## config.mk

```make
export PLATFORM = sky130hd
export DESIGN_NAME = muldiv_unit
export DESIGN_NICKNAME = d
export VERILOG_FILES = /design/src/rtl/muldiv_unit.sv
export SDC_FILE = /design/constraint.sdc
export NUM_CORES = 1
export LEC_CHECK = 0
export ABC_AREA = 1
export CORE_MARGIN = 10
export CORE_UTILIZATION = 45
export DETAILED_ROUTE_END_ITERATION = 10
export GPL_TIMING_DRIVEN = 0
export PLACE_DENSITY = 0.64
export SETUP_SLACK_MARGIN = 0.05
export SLEW_MARGIN = 20
export SYNTH_ARGS = -nofsm -noshare
export SYNTH_HDL_FRONTEND = slang
export SYNTH_SLANG_ARGS = --single-unit
export TNS_END_PERCENT = 100
```

## constraint.sdc

```tcl
create_clock -name clk -period 2.96 [get_ports clk]
set_input_delay 0.296 -clock clk [delete_from_list [all_inputs] [get_ports clk]]
set_output_delay 0.296 -clock clk [all_outputs]
set_load 0.01 [all_outputs]
```

## src/rtl/muldiv_unit.sv

```systemverilog
//==============================================================================
// Module      : muldiv_unit
// Description : Iterative MIPS multiply/divide unit with HI/LO registers.
//               The div0 flag port is present only with MULDIV_DIV0_FLAG_EN.
// Revision    : 1.0 - initial release
//==============================================================================
`default_nettype none

module muldiv_unit #(
  parameter int WIDTH = 32
) (
  input  logic             clk,
  input  logic             reset,
  input  logic             start,
  input  logic [1:0]       op,
  input  logic [WIDTH-1:0] srcA,
  input  logic [WIDTH-1:0] srcB,
  input  logic             hiWrite,
  input  logic             loWrite,
  input  logic [WIDTH-1:0] wrData,
  output logic             busy,
  output logic             done,
  output logic [WIDTH-1:0] hi,
`ifdef MULDIV_DIV0_FLAG_EN
  output logic [WIDTH-1:0] lo,
  output logic             div0
`else
  output logic [WIDTH-1:0] lo
`endif
);

  localparam int CW = (WIDTH > 1) ? $clog2(WIDTH) : 1;
  localparam logic [CW-1:0]      c_CNT_ONE  = CW'(1);
  localparam logic [CW-1:0]      c_CNT_LAST = CW'(WIDTH - 1);
  localparam logic [WIDTH-1:0]   c_ONE      = WIDTH'(1);
  localparam logic [2*WIDTH-1:0] c_ONE2     = (2*WIDTH)'(1);

  typedef enum logic [1:0] {
    S_IDLE   = 2'd0,
    S_RUN    = 2'd1,
    S_FINISH = 2'd2
  } state_t;

  state_t               r_state;
  logic                 r_busy;
  logic                 r_done;
  logic [WIDTH-1:0]     r_hi;
  logic [WIDTH-1:0]     r_lo;
  logic [CW-1:0]        r_cnt;
  logic                 r_is_div;
  logic                 r_neg_lo;
  logic                 r_neg_hi;
  logic                 r_dz;
  logic [WIDTH-1:0]     r_b;
  logic [WIDTH-1:0]     r_a_raw;
  logic [2*WIDTH-1:0]   r_p;

  logic                 w_a_neg;
  logic                 w_b_neg;
  logic [WIDTH-1:0]     w_a_mag;
  logic [WIDTH-1:0]     w_b_mag;
  logic [WIDTH:0]       w_add;
  logic [2*WIDTH-1:0]   w_mul_next;
  logic [WIDTH:0]       w_rem_sh;
  logic [WIDTH:0]       w_diff;
  logic [2*WIDTH-1:0]   w_div_next;
  logic [2*WIDTH-1:0]   w_prod;
  logic [WIDTH-1:0]     w_res_hi;
  logic [WIDTH-1:0]     w_res_lo;

  assign w_a_neg = ~op[0] & srcA[WIDTH-1];
  assign w_b_neg = ~op[0] & srcB[WIDTH-1];
  assign w_a_mag = w_a_neg ? (~srcA + c_ONE) : srcA;
  assign w_b_mag = w_b_neg ? (~srcB + c_ONE) : srcB;

  // Multiply: r_p = {partial product, remaining multiplier bits}, shifted right each step.
  assign w_add      = {1'b0, r_p[2*WIDTH-1:WIDTH]} + (r_p[0] ? {1'b0, r_b} : '0);
  assign w_mul_next = {w_add, r_p[WIDTH-1:1]};

  // Divide: r_p = {partial remainder, dividend bits then quotient bits}, shifted left.
  assign w_rem_sh   = {r_p[2*WIDTH-1:WIDTH], r_p[WIDTH-1]};
  assign w_diff     = w_rem_sh - {1'b0, r_b};
  assign w_div_next = w_diff[WIDTH] ? {w_rem_sh[WIDTH-1:0], r_p[WIDTH-2:0], 1'b0}
                                    : {w_diff[WIDTH-1:0],   r_p[WIDTH-2:0], 1'b1};

  assign w_prod = r_neg_lo ? (~r_p + c_ONE2) : r_p;

  always_comb begin
    w_res_hi = w_prod[2*WIDTH-1:WIDTH];
    w_res_lo = w_prod[WIDTH-1:0];
    if (r_is_div) begin
      if (r_dz) begin
        w_res_hi = r_a_raw;
        w_res_lo = '1;
      end else begin
        w_res_hi = r_neg_hi ? (~r_p[2*WIDTH-1:WIDTH] + c_ONE) : r_p[2*WIDTH-1:WIDTH];
        w_res_lo = r_neg_lo ? (~r_p[WIDTH-1:0] + c_ONE) : r_p[WIDTH-1:0];
      end
    end
  end

  always_ff @(posedge clk) begin
    if (reset) begin
      r_state  <= S_IDLE;
      r_busy   <= 1'b0;
      r_done   <= 1'b0;
      r_hi     <= '0;
      r_lo     <= '0;
      r_cnt    <= '0;
      r_is_div <= 1'b0;
      r_neg_lo <= 1'b0;
      r_neg_hi <= 1'b0;
      r_dz     <= 1'b0;
      r_b      <= '0;
      r_a_raw  <= '0;
      r_p      <= '0;
    end else begin
      r_done <= 1'b0;
      case (r_state)
        S_IDLE: begin
          if (start) begin
            r_state  <= S_RUN;
            r_busy   <= 1'b1;
            r_cnt    <= '0;
            r_is_div <= op[1];
            r_neg_lo <= w_a_neg ^ w_b_neg;
            r_neg_hi <= op[1] & w_a_neg;
            r_dz     <= op[1] & (srcB == '0);
            r_a_raw  <= srcA;
            r_b      <= op[1] ? w_b_mag : w_a_mag;
            r_p      <= op[1] ? {{WIDTH{1'b0}}, w_a_mag} : {{WIDTH{1'b0}}, w_b_mag};
          end else begin
            if (hiWrite) r_hi <= wrData;
            if (loWrite) r_lo <= wrData;
          end
        end
        S_RUN: begin
          r_p   <= r_is_div ? w_div_next : w_mul_next;
          r_cnt <= r_cnt + c_CNT_ONE;
          if (r_cnt == c_CNT_LAST) r_state <= S_FINISH;
        end
        S_FINISH: begin
          r_hi    <= w_res_hi;
          r_lo    <= w_res_lo;
          r_done  <= 1'b1;
          r_busy  <= 1'b0;
          r_state <= S_IDLE;
        end
        default: r_state <= S_IDLE;
      endcase
    end
  end

  assign busy = r_busy;
  assign done = r_done;
  assign hi   = r_hi;
  assign lo   = r_lo;

`ifdef MULDIV_DIV0_FLAG_EN
  logic r_div0;

  always_ff @(posedge clk) begin
    if (reset) r_div0 <= 1'b0;
    else       r_div0 <= (r_state == S_FINISH) && r_is_div && r_dz;
  end

  assign div0 = r_div0;
`else
  // No flag output; the zero-divisor result override above is shared by both builds.
`endif

endmodule

`default_nettype wire

```

Word level (Yosys, flattened, before mapping)
Cells that the tools add are included.

storage, ports and cells
  flip-flop bits (word level) = 205
  bits of input ports = 103
  output and inout bits = 66
  word-level logic and storage cells = 80

operators by class
  add/subtract/negate cells = 8
  equal/unequal tests = 8
  muxes and demuxes = 30
  bitwise operators = 11
  reductions and logical operators = 10

operator list
  kind                     count
  $mux W32                 15
  $mux W64                 4
  $add A32 B1 Y32 const B  4
  $not A32 Y32             4
  $pmux W32 S2             2
  $pmux W64 S2             1
  $add A64 B1 Y64 const B  1
  $not A64 Y64             1
  $add A32 B32 Y33         1
  $sub A33 B32 Y33         1
  $logic_not A32 Y1        1
  $ne A2 B2 Y1 const B     5
  $pmux W5 S2              1
  $reduce_and A2 Y1        4
  $reduce_and A3 Y1        2
  $add A5 B1 Y5 const B    1
  $eq A5 B5 Y1 const B     1
  $mux W5                  1
  $and A1 B1 Y1            4
  $mux W2                  2
  $pmux W2 S2              1
  $reduce_bool A2 Y1       2
  $eq A2 B1 Y1 const B     1
  $eq A2 B2 Y1 const B     1
  5 further kinds          6

Longest topological paths before layout
  word-level depth = 6
  depth in mapped cells = 20
  mapped depth without buffers = 19

Least setup slack after synthesis
OpenSTA, ideal clock, no wires.

  kind = reg-to-reg
  start point = register r_p[31]
  end point = register r_p[48]
  library setup time = 0.132 ns
  arrival time = 2.282 ns
  required time = 2.828 ns
  slack = 0.546 ns
  cell stages (with the launch flop) = 20
  path buffers = 2
  period minus slack after synthesis = 2.414 ns
  cell sequence = dfxtp_1 inv_1 ha_1 fa_1 inv_1 nand2_1 nand2_1 nand3_1 nand2_2 nand2_1 nand2_2 nand2_2 nand3_2 nand2_4 buf_12 buf_8 o21ai_1 nand2_1 nand2_1 a21oi_1

between the ends
  cells in the longest elaborated chain, start to end = 4

ends and longest elaborated chain
  element                 line  text
  start, declared         56    logic [2*WIDTH-1:0] r_p;
  start signal, assigned  131   r_p <= op[1] ? {{WIDTH{1'b0}}, w_a_mag} : {{WIDTH{1'b0}}, w_b_mag};
  start signal, assigned  138   r_p <= r_is_div ? w_div_next : w_mul_next;
  $sub A33 B32 Y33        82    assign w_diff = w_rem_sh - {1'b0, r_b};
  $mux W64                83    assign w_div_next = w_diff[WIDTH] ? {w_rem_sh[WIDTH-1:0], r_p[WIDTH-2:0], 1'b0}
  $mux W64                138
  $pmux W64 S2            119   case (r_state)

Every way passes these cells.
A chain may end at the register's enable or synchronous reset.

Worst setup path after layout
  start point = register r_neg_lo
  end point = register r_lo[19], in the netlist lo[19]

between the ends
  cells in the longest elaborated chain, start to end = 4
  elaborated cells between the ends (all ways) = 5
  classes of those cells = mux: 5

ends and longest elaborated chain
  element                 line  text
  start, declared         51    logic r_neg_lo;
  start signal, assigned  126   r_neg_lo <= w_a_neg ^ w_b_neg;
  $mux W32                97    w_res_lo = r_neg_lo ? (~r_p[WIDTH-1:0] + c_ONE) : r_p[WIDTH-1:0];
  $mux W32                92    if (r_dz) begin
  $mux W32 *              91    if (r_is_div) begin
  $pmux W32 S2 *          119
  end signal, assigned    134   if (loWrite) r_lo <= wrData;
  end signal, assigned    144   r_lo <= w_res_lo;
  end, declared           48    logic [WIDTH-1:0] r_lo;

Every way passes the cells marked *; elsewhere a longest branch is shown, timed or not.

==> metrics.md <==
| Metric | Value |
|---|---|
| Worst setup path class | reg2reg |
| Most common cell after layout, fill and taps aside | nand2_1 |
| DP HPWL | between 80000 and 90000 µm |
| Total Neg Setup Slack | -0.02643 ns |
| CP Buf/Inv Count | 4 |
| H-tree Lvls | 1 |
| Detail Route Antenna Nets | 0 |
| Max Freq | 334.8 MHz |
| Slowest cell on crit path | o21ai_0 |
| Die Y | between 200 and 250 µm |
| Pwr Density | 483.1 nW/µm² |
| Mean post-synth cell area | between 5 and 6 µm² |
| Yosys warns | 0 |
| Worst-Margin Slew | approximately 1.1 ns |
| Clk sinks | 205 |
| Detailed Routing Iterations Pass 1 | 7 |
| Arr. time, crit path | approximately 3.4 ns |
| CTS tree | yes |
| Critical path's largest stage delay | 0.69 ns |
| Post-synth EDFFs | 0 |
| # Max-Cap Violations | 0 |
| Clock skew | roughly 0.038 ns |
| Stages on the worst setup path | 8 |
| CP Max Fanout | 10 |
| Worst skew pair latency | between 0.5 and 0.6 ns |
| DIE AREA | 51580 µm² |
| First DRT Iteration DRCs | about 4200 |
| Syn Nets | about 3600 |
| Most used cell, CP | o21ai_0 |
| Area growth, synth to finish | 19.17% |
| GPL Wtd Cong | 1.095 |
| Tcrit/Tclk final | 100.9% |
| Crit Reg-Reg Endpoint | lo[19]$_SDFFE_PP0P_ |
| Ys flop type | dfxtp_1 |
| Die Width | approximately 230 µm |
| Initial antenna violation count | 3 |
| Post-synth ARST share | 0% |
| Hold_ws | between 0.3 and 0.4 ns |
| Crit path max-delay family | buffers and inverters |
| Status | finished with violations |
| Setup crit end | lo[19]$_SDFFE_PP0P_ |
| Setup crit start | r_neg_lo$_SDFFE_PP0P_ |
| Number of vias per cell | slightly above 6 |
| # IOs | about 170 |
| Num CTS Buffers | 25 |
| Maximum root-to-sink buffer count | 3 |
| Clock Tree Root | clkbuf_16 |
| Syn Std Cell Area | approximately 19000 µm² |
| Nets | 3792 |
| Synthesized flop and latch total | around 210 |
| Vias after detailed routing | ~26000 |
| Final min period | roughly 3.0 ns |
| Reg2Reg Depth | 8 |
| Crit path cell chain | clkbuf_1, inv_1, clkdlybuf4s15_1, clkbuf_2, o21ai_0, nand2_1, o21ai_0, a21oi_1 |
| Core Box Area | about 42000 µm² |
| Initial Utilization | between 40% and 50% |
| DR WL/cell | between 20 and 25 µm |
| DRC | 0 |
| Vias in the first global route | about 23000 |
| Largest net degree at the start of global routing | 14 |
| First-pass GRT wire length | between 100000 and 150000 µm |
| Failing checks | setup timing |
| Final setup violating endpoints | 1 |
| Post-Syn Instances | roughly 3400 |
| Port Buffers | 167 |
| CP required | approximately 3.4 ns |
| Worst flop-to-flop path startpoint | r_neg_lo$_SDFFE_PP0P_ |
| Share of layout cells above drive strength 1 | between 6 and 7% |
| Hold crit path type | in2reg |
| Final Max Tran Viols | 0 |
| Fin. Hold Viols | 0 |
| Commonest cells after routing, fill and taps aside | nand2_1 (866), inv_1 (455), o21ai_0 (346) |
| R2R Setup Slk | -0.03 ns |
| Antenna Cells | 0 |
| Post-synthesis sequential area ratio | a little over a fifth |
| Critical Path End Type | flop |
| Setup WS post-layout | -0.02643 ns |
| RSZ-0062 raised after global routing | yes |
| Routed WL | 101700 µm |
| Slew HR | between 20% and 30% |
| Total power | approximately 0.011 W |
| Max IR drop VDD | ~0.36 mV |
| Row count | 75 |
| Total GRT Usage | between 30% and 40% |
| CTS clock-pin slew for the worst setup and hold paths | approximately 0.060 ns |
| Critical path startpoint category | flop |
| Pleak | around 11 nW |
| GR Overflow Total | 0 |
| Unique masters post-synth | 53 |
-- metal layers --
| metal | global-route usage (%) | vias up | wire length [µm] |
|---|---|---|---|
| met5 | 0 | - | 11 |
| met4 | 16.60 | 2 | 5444 |
| met3 | 10.38 | 306 | 14620 |
| met2 | 55.07 | 1959 | 41100 |
| met1 | 51.09 | 11790 | 40490 |
| li1 | - | 11610 | - |
-- cell usage after synthesis (7+ instances only) --
cell type / count / area share (%)
inv_2: 7 / 0.14
inv_1: 458 / 8.9
a22oi_1: 7 / 0.27
a21oi_1: 343 / 8.9
a31oi_1: 35 / 1.1
o21ai_0: 360 / 9.3
nor3_1: 46 / 1.2
nand2_1: 881 / 17
buf_1: 10 / 0.19
buf_2: 10 / 0.26
nand4_1: 31 / 1.0
nand3b_1: 15 / 0.58
xnor2_1: 11 / 0.50
or2_2: 8 / 0.26
nor2_1: 291 / 5.7
o21ai_1: 12 / 0.31
ha_1: 70 / 4.5
nor4_1: 7 / 0.23
dfxtp_1: 205 / 21
o21bai_1: 13 / 0.51
o211ai_1: 33 / 1.3
xor2_1: 60 / 2.7
o21a_1: 8 / 0.31
nand3_1: 274 / 7.1
nand2_2: 19 / 0.62
clkbuf_1: 129 / 2.5
-- worst register-to-register path: cells and delay by family, from the launching register on --
| family | cells | cell delay [ns] |
|---|---|---|
| buffers and inverters | 4 | 1.37 |
| flip-flops | 1 | 0.34 |
| AND/OR/NAND/NOR | 1 | 0.07 |
| AO/OA/AOI/OAI | 3 | 1.09 |
-- cell type report --
class | count | area, µm²
plain buffers | 154 | 688.2
clock buffers | 29 | 670.6
clock inverters | 16 | 214.0
fillers | 4331 | 19220
inverters | 468 | 1760
multi-input cells | 2584 | 13110
flip-flops and latches | 205 | 4130
well taps | 539 | 674.4
repair buffers | 179 | 1762
-- how the worst min path moves through the flow --
stage / from / endpoint / slack, ns / cells past startpoint
finish: wrData[12] / lo[12]$_SDFFE_PP0P_ / 0.34 / 3
CTS: wrData[8] / hi[8]$_SDFFE_PP0P_ / 0.34 / 3
global placement: r_cnt[3]$_SDFFE_PP0P_ / r_cnt[3]$_SDFFE_PP0P_ / 0.45 / 2
floorplan: srcA[18] / r_a_raw[18]$_SDFFE_PP0P_ / 0.42 / 2
global route: wrData[8] / hi[8]$_SDFFE_PP0P_ / 0.36 / 3
detailed placement: r_cnt[4]$_SDFFE_PP0P_ / r_cnt[4]$_SDFFE_PP0P_ / 0.46 / 2
-- state kept, by name, indices dropped and copies added, names as in the netlist, 2 cells and up --
signal   cells
r_p         64
hi          32
lo          32
r_a_raw     32
r_b         32
r_cnt        5
r_state      2
-- report_power, final --
part / internal, W / leakage (nW) / switching, W / total, W
combinational: 0.00142 / 8.50 / 0.00304 / 0.00445
clock: 0.00199 / 0.430 / 0.00138 / 0.00337
sequential: 0.00299 / 1.70 / 0.000306 / 0.00329
total: 0.00639 / 10.6 / 0.00472 / 0.0111
-- kinds of logic (layout without fill, tap and decap cells) --
family | after synthesis | after routing | synth area share, %
compound gates | 852 | 852 | 23.79
xor+xnor | 71 | 71 | 3.221
fa+ha+maj | 72 | 72 | 4.744
buf+inv | 622 | 846 | 12.46
flops | 205 | 205 | 21.26
simple gates | 1589 | 1589 | 34.53
-- timing repair --
action,in CTS,in global routing
pin swaps,0,7
buffers inserted,0,12
endpoints found under the setup margin,35,53
endpoints found under the hold margin,0,0
gates resized for setup,15,119
hold buffers,0,0
gates cloned,0,0
-- metrics by stage --
stage	utilization (%)	cells	instance area, µm²	setup WS, ns
CTS	53.41	4162	22560	0.009001
finish	54.48	4174	23000	-0.02643
detailed placement	51.27	4117	21650	-0.2873
global placement	51.27	4117	21650	-0.2569
floorplan	-	3411	19300	0.5458
global route	54.48	4174	23000	-0.01955
Note: power is estimated with default switching activity, not from simulation.
